`src/rtl/cordic_pkg.sv`:
```
// Shared constants for the linear CORDIC datapath: operand format, q_exp width and FSM encoding.
package cordic_pkg;
  localparam int CORDIC_FLOAT_SIZE = 24;
  localparam int CORDIC_INT_SIZE   = 8;
  localparam int QEXP_W            = 7;

  localparam logic [1:0] ST_IDLE = 2'd0;
  localparam logic [1:0] ST_NORM = 2'd1;
  localparam logic [1:0] ST_DONE = 2'd2;

  typedef logic signed [QEXP_W-1:0] qexp_t;
endpackage

```
`src/rtl/cordic_abs_sat.sv`:
```
// Combinational optional negate with saturation: the most negative value maps to +max.
module cordic_abs_sat #(
  parameter int W = 32
) (
  input  logic [W-1:0] a,
  input  logic         neg,
  output logic [W-1:0] r
);
  localparam logic [W-1:0] MINV = {1'b1, {(W-1){1'b0}}};
  localparam logic [W-1:0] MAXV = ~MINV;

  always_comb begin
    r = a;
    if (neg) r = (a == MINV) ? MAXV : (~a + W'(1));
  end
endmodule

```
`src/rtl/cordic_lin_prenorm.sv`:
```
// Pre-normalises y/x operands for cordic_linear: one bit of shift per cycle, done at capture+1+max(|e|,k).
// No backpressure: start is only sampled in IDLE; results held from done until the next capture.
module cordic_lin_prenorm
  import cordic_pkg::*;
#(
  parameter int FLOAT_SIZE = CORDIC_FLOAT_SIZE,
  parameter int INT_SIZE   = CORDIC_INT_SIZE
) (
  input  logic                            clk,
  input  logic                            rst,
  input  logic                            start,
  input  logic [INT_SIZE+FLOAT_SIZE-1:0]  x,
  input  logic [INT_SIZE+FLOAT_SIZE-1:0]  y,
  input  logic [INT_SIZE+FLOAT_SIZE-1:0]  z,
  input  logic                            mode,
  output logic [INT_SIZE+FLOAT_SIZE-1:0]  x_out,
  output logic [INT_SIZE+FLOAT_SIZE-1:0]  y_out,
  output logic [INT_SIZE+FLOAT_SIZE-1:0]  z_out,
  output logic                            mode_out,
  output logic [QEXP_W-1:0]               q_exp,
  output logic                            busy,
  output logic                            done,
  output logic                            err
);
  localparam int W = INT_SIZE + FLOAT_SIZE;

  logic [1:0]          state;
  logic signed [W-1:0] xr, yr;
  logic [W-1:0]        zr;
  qexp_t               q, dq;
  logic                mode_r, err_r, byp;
  logic [W-1:0]        xa, ys;
  logic                x_lt1, x_norm, y_norm, x_zero;

  // Sign of x drives both: |x| for the divisor, y negated alongside to keep y/x unchanged.
  cordic_abs_sat #(.W(W)) u_xa (.a(x), .neg(x[W-1]), .r(xa));
  cordic_abs_sat #(.W(W)) u_ys (.a(y), .neg(x[W-1]), .r(ys));

  assign x_zero = (x == '0);
  assign x_lt1  = (xr[W-1:FLOAT_SIZE] == '0);
  assign x_norm = (xr[W-1:FLOAT_SIZE] == INT_SIZE'(1));
  assign y_norm = (yr[W-2:FLOAT_SIZE] == {(INT_SIZE-1){yr[W-1]}});

  // q tracks k - e directly: right shift of x lowers it, left shift of x or any y shift raises it.
  always_comb begin
    dq = '0;
    if (!x_norm) dq = x_lt1 ? qexp_t'(1) : qexp_t'(-1);
    if (!y_norm) dq = dq + qexp_t'(1);
  end

  always_ff @(posedge clk or posedge rst) begin
    if (rst) begin
      state  <= ST_IDLE;
      xr     <= '0;
      yr     <= '0;
      zr     <= '0;
      q      <= '0;
      mode_r <= 1'b0;
      err_r  <= 1'b0;
      byp    <= 1'b0;
    end else begin
      case (state)
        ST_IDLE: begin
          if (start) begin
            state  <= ST_NORM;
            mode_r <= mode;
            err_r  <= mode && x_zero;
            byp    <= !mode || x_zero;
            q      <= '0;
            if (!mode) begin
              xr <= x;
              yr <= y;
              zr <= z;
            end else if (x_zero) begin
              xr <= '0;
              yr <= '0;
              zr <= '0;
            end else begin
              xr <= xa;
              yr <= ys;
              zr <= '0;
            end
          end
        end
        ST_NORM: begin
          if (byp || (x_norm && y_norm)) begin
            state <= ST_DONE;
          end else begin
            if (!x_norm) xr <= x_lt1 ? (xr <<< 1) : (xr >>> 1);
            if (!y_norm) yr <= yr >>> 1;
            q <= q + dq;
          end
        end
        ST_DONE: state <= ST_IDLE;
        default: state <= ST_IDLE;
      endcase
    end
  end

  assign x_out    = xr;
  assign y_out    = yr;
  assign z_out    = zr;
  assign q_exp    = q;
  assign mode_out = mode_r;
  assign err      = err_r;
  assign busy     = (state == ST_NORM);
  assign done     = (state == ST_DONE);
endmodule
```
`config.mk`:
```
export PLATFORM = sky130hd
export DESIGN_NAME = cordic_lin_prenorm
export DESIGN_NICKNAME = d
export VERILOG_FILES = /design/src/rtl/cordic_pkg.sv /design/src/rtl/cordic_abs_sat.sv /design/src/rtl/cordic_lin_prenorm.sv
export SDC_FILE = /design/constraint.sdc
export NUM_CORES = 1
export LEC_CHECK = 0
export CAP_MARGIN = 20
export CELL_PAD_IN_SITES_DETAIL_PLACEMENT = 2
export CELL_PAD_IN_SITES_GLOBAL_PLACEMENT = 2
export CORE_MARGIN = 8
export CORE_UTILIZATION = 28
export CTS_CLUSTER_DIAMETER = 150
export CTS_CLUSTER_SIZE = 28
export DETAILED_ROUTE_END_ITERATION = 10
export MAX_ROUTING_LAYER = met4
export PLACE_DENSITY = 0.89
export SYNTH_ARGS = -nofsm -noshare
export SYNTH_HDL_FRONTEND = slang
export SYNTH_SLANG_ARGS = --single-unit
```
`constraint.sdc`:
```
create_clock -name clk -period 5.14 [get_ports clk]
set_clock_uncertainty 0.2 [all_clocks]
set_input_delay 1.028 -clock clk [delete_from_list [all_inputs] [get_ports clk]]
set_output_delay 1.028 -clock clk [all_outputs]
set_load 0.01 [all_outputs]
```
==> results.md, run 1 <==
* Slew @ Worst Pin at 1.025 ns
* Die H at 178.2 um
* Worst EP required at 5.22 ns
* Worst Setup End Kind: flip-flop
* Routed length on met3 at 2077 um
* Final setup vio count at 0
* Die width at 178.2 um
* Antenna diode count at 0
* Clk pin slew, worst setup/hold paths at 0.09 ns
* CP Max Fanout at 12
* Placed cells at 1429
* CP arrival at 4.26 ns
* CTS tree: done
* Pre-antenna DRT Iters at 5
* Syn avg cell area at 7.933 um2
* Area of placed instances at 9823 um2
* CTS Buf Count at 9
* Core area at 25980 um2
* Leakage at 0.003884 uW
* Final core occ at 39.05%
* Remaining DRCs at 0
* Share of post-route cells with drive strength above 1 at 6.661%
* Post-synth ARST share at 100.0%
* Overflow left after global routing at 0
* DR iter-0 viols at 688
* CTS Hold Buffers Added at 0
* Final Max Tran Viols at 0
* Post-CTS Resized at 0
* Final period util at 81.22%
* Critical setup path kind: input pin to flip-flop
* Crit start category: input pin
* Fin. Hold Viols at 0
* Routed wire length per instance at 25.19 um
* Final RePlAce weighted congestion at 0.8937
* Power Total at 5264 uW
* Pin count of the biggest net entering global routing at 67
* First-pass GRT wire length at 55920 um
* Starting Density at 28.36%
* Min Tclk post-route at 4.175 ns
* Routed WL at 36430 um
* Vias in the first global route at 9548
* Fmax at 239.5 MHz
* Clock latency on the worst-skew pair at 0.36 ns
* Post-route cell area at 10150 um2
* Top Layer Used: met4
* RSZ-0062 raised after global routing: false
* NumNets Final at 1216
* Commonest non-fill, non-tap cells in the layout: clkdlybuf4s50_1 (205), nand2_1 (141), dfrtp_1 (108)
* Die ar. at 31770 um2
* # H-tree levels at 3
* Setup Fix Bufs, Post-CTS at 0
* Initial antenna violation count at 0
* Vias at 8633
* Netlist Area Pre-Place at 7370 um2
* Root Buffer: clkbuf_16
* Syn Nets at 1039
* Sequential fraction of the synthesis area at 36.67%
* Post-route antenna net violation count at 0
* # IOs at 207
* Row count at 59
* EDFF count, synth at 0
* Mapped Cells at 929
* Number of synthesized register bits at 108
* M1 WL at 15610 um
* Met2 Wirelength at 17680 um
* Setup TNS at 0 ns
* Vias/cell at 5.970
* Status: finished, final reports clean
* GRT Resource Usage Total at 23.08%
* Worst slew margin at 31.54%
* Syn. warnings at 0
* CTS Buffer Depth at 2
* HPWL after DPL at 27090 um
* Most common cell after layout, fill and taps aside: clkdlybuf4s50_1
* Synth cell types at 76
* PwrDens at 518.8 nW/um2
* CTS sink cnt at 108
* Primary FF master, synth: dfrtp_1
* Worst Hold Class: flip-flop to flip-flop
* Max cap viols at 0
* IO Port Bufs at 206
* Max IR drop VDD at 0.2111 mV
* Syn-to-layout area delta at 37.69%
* Fin cells at 1446
-- registers in the layout (all words and copies together) (netlist names) --
register  cells
byp           1
err           1
mode_out      1
q_exp         7
state         2
x_out        32
y_out        32
z_out        32
-- area by class of cell --
class	instances	area [um2]
fillers	2927	15840
multi-input cells	738	4363
flip-flops and latches	108	2703
repair buffers	236	2295
well taps	335	419.2
clock buffers	9	225.2
clock inverters	7	91.34
inverters	13	51.30
-- power breakdown --
group	switching, uW	internal, uW
Clock	387	393
Combinational	1520	1300
Sequential	404	1260
Total	2310	2950
-- worst max-delay path, cell delays in order --
cell	delay, ns
clkdlybuf4s50_1	0.47
inv_1	0.09
ha_1	0.20
nor4b_1	0.56
nand2_1	0.32
or4_1	0.91
nand2_1	0.23
a2bb2o_1	0.30
o21ai_0	0.14
-- per-layer routing --
layer / GRT usage (%) / vias up
li1: - / 3839
met1: 27.98 / 4401
met2: 38.39 / 328
met3: 3.514 / 65
met4: 8.543 / 0
met5: - / -
-- worst paths after layout --
kind | cells after the start | slack (ns) | from | end
max reg2reg | 8 | 1.29 | state[1] | x_out[14]
min in group asynchronous | 2 | 0.87 | rst | z_out[25]
min reg2reg | 2 | 0.29 | z_out[20] | z_out[20]
max in group asynchronous | 3 | 3.04 | rst | x_out[9]
max | 9 | 0.97 | x[0] | x_out[29]
min | 2 | 0.29 | z_out[20] | z_out[20]
-- stage by stage --
stage                     hold slack, ns  setup slack [ns]
final                             0.2865            0.9654
after global routing              0.3364            0.8103
after CTS                         0.2920            0.9978
after detailed placement          0.2740            0.6848
after global placement            0.2614            0.7839
after floorplan                   0.2908             1.066
-- cells by family after synthesis --
logic type	synth area share [%]
flip-flops	36.67
XOR/XNOR	0.4755
AO/OA/AOI/OAI	27.08
AND/OR/NAND/NOR	25.86
buffers and inverters	4.414
adder cells (fa/ha/maj)	1.800
multiplexers	3.701
-- synth_stat cells (all sizes together) (8+ instances only) --
library cell | number | area (um2)
a21o | 11 | 82.58
o21a | 8 | 60.06
nor4 | 22 | 158.9
or3 | 14 | 88.84
a221o | 14 | 140.1
a21oi | 66 | 330.3
o21ai | 87 | 435.4
a31oi | 13 | 81.33
o31ai | 14 | 105.1
dfrtp | 108 | 2703
o22ai | 12 | 75.07
mux2i | 25 | 250.2
and3 | 14 | 87.58
o211ai | 19 | 142.6
nor2 | 73 | 274.0
nand4 | 16 | 100.1
nand3 | 16 | 85.08
buf | 10 | 51.30
inv | 11 | 41.29
nor3 | 53 | 265.3
nand2 | 141 | 529.3
a221oi | 8 | 70.07
clkbuf | 60 | 225.2
or4 | 17 | 136.4
ha | 9 | 112.6
Power figures use the tool's default switching activity.
==> run 2, diff against run 1 <==
clock period = 4 ns   (was 5.14 ns; I/O delays follow)
==> run 2 against run 1 <==
Final area up 2.4%. Worst hold slack worse by 0.0018 ns. Sequential cell count did not move. Utilization increased by 0.93 points. Clock power is 17% higher. Sequential power up 30%. Via count is 1.1% higher. Die area is the same. Global-route usage increased by 0.62 points. Power is 28% higher. Non-clock buffer count up 34. Critical endpoint is now x_out[8].
==> results.md, run 2 (synthesis gave the netlist of run 1 again) <==
* Status: finished, final reports clean
* Clk pin slew, worst setup/hold paths at 0.08 ns
* Remaining DRCs at 0
* Die ar. at 31770 um2
* Met2 Wirelength at 18110 um
* Worst EP required at 4.10 ns
* PwrDens at 649.4 nW/um2
* Overflow left after global routing at 0
* Worst Setup End Kind: flip-flop
* Min Tclk post-route at 3.788 ns
* Max cap viols at 0
* First-pass GRT wire length at 57620 um
* Final Max Tran Viols at 0
* DR iter-0 viols at 675
* Die H at 178.2 um
* Routed WL at 36800 um
* Critical setup path kind: input pin to flip-flop
* Core area at 25980 um2
* Initial antenna violation count at 0
* IO Port Bufs at 206
* Crit start category: input pin
* GRT Resource Usage Total at 23.70%
* Hold depth at 2
* Worst slew margin at 42.31%
* Final WS setup at 0.2118 ns
* Final period util at 94.70%
* Routed length on met3 at 1740 um
* Fmax at 264.0 MHz
* Share of post-route cells with drive strength above 1 at 9.441%
* Fin cells at 1479
* Fin. Hold Viols at 0
* Root Buffer: clkbuf_16
* Row count at 59
* Slew @ Worst Pin at 0.8653 ns
* CP arrival at 3.89 ns
* Leakage at 0.004038 uW
* Commonest non-fill, non-tap cells in the layout: clkdlybuf4s50_1 (205), nand2_1 (141), dfrtp_1 (108)
* Setup Fix Bufs, Post-CTS at 0
* Syn-to-layout area delta at 40.99%
* R2R Setup Slk at 0.38 ns
* Cell count of the worst reg-to-reg path at 11
* Vias/cell at 5.903
* Top Layer Used: met4
* CTS sink cnt at 108
* Power Total at 6747 uW
* Clock latency on the worst-skew pair at 0.37 ns
* Setup TNS at 0 ns
* # H-tree levels at 3
* Most common cell after layout, fill and taps aside: clkdlybuf4s50_1
* RSZ-0062 raised after global routing: false
* M1 WL at 15920 um
* Post-route antenna net violation count at 0
* Final core occ at 39.98%
* Placed cells at 1464
* CTS Hold Buffers Added at 0
* Pre-antenna DRT Iters at 5
* Final setup vio count at 0
* CTS tree: done
* CTS Buffer Depth at 2
* CP Max Fanout at 8
* Final RePlAce weighted congestion at 0.8635
* Max IR drop VDD at 0.2624 mV
* Worst Hold Class: flip-flop to flip-flop
* Routed wire length per instance at 24.88 um
* Die width at 178.2 um
* # IOs at 207
* HPWL after DPL at 28130 um
* Worst slack at placement at 0.08637 ns
* Vias at 8730
* CTS Buf Count at 9
* Post-CTS Resized at 0
* Pin count of the biggest net entering global routing at 67
* NumNets Final at 1250
* Starting Density at 28.36%
* Vias in the first global route at 9645
* Antenna diode count at 0
==> run 2: path summary, 6_finish.rpt <==
path	end	from
max in group asynchronous	y_out[1]	rst
worst min-delay path	z_out[16]	z_out[16]
worst max-delay path	x_out[8]	x[1]
min in group asynchronous	y_out[23]	rst
worst max register to register	q_exp[6]	x_out[27]
worst min register to register	z_out[16]	z_out[16]
==> run 2: layer usage <==
| metal | global-route usage (%) | up-vias |
|---|---|---|
| li1 | - | 3903 |
| met1 | 28.72 | 4453 |
| met4 | 8.474 | 0 |
| met2 | 39.99 | 306 |
| met3 | 3.048 | 68 |
| met5 | - | - |
==> run 2: final cells by class <==
type | count | area, um2
Fill cell | 2903 | 15600
Multi-Input combinational cell | 738 | 4368
Sequential cell | 108 | 2703
Timing Repair Buffer | 270 | 2562
Tap cell | 335 | 419.2
Clock buffer | 9 | 225.2
Clock inverter | 6 | 61.31
Inverter | 13 | 51.30
==> run 2: through the flow <==
step / hold WS [ns] / cell area (um2)
after floorplan: 0.2908 / 7370
after global placement: 0.2606 / 10100
after detailed placement: 0.2713 / 10100
after CTS: 0.2904 / 10390
after global routing: 0.3383 / 10390
final: 0.2847 / 10390
==> run 2: worst max-delay path: stages <==
cell and delay (ns):
clkdlybuf4s50_1 0.49, inv_1 0.13, ha_1 0.25, nor4b_1 0.36
buf_4 0.20, nand2_1 0.12, or4_1 0.72, buf_4 0.25
a21bo_2 0.20, o21ai_0 0.21, a21o_1 0.15
==> run 2: report_power, final <==
group	internal, uW	leakage, uW	total [uW]	switching [uW]
sequential	1620	0.00134	2160	538
combinational	1700	0.00257	3680	1980
clock	434	0.000136	913	479
total	3750	0.00404	6750	3000
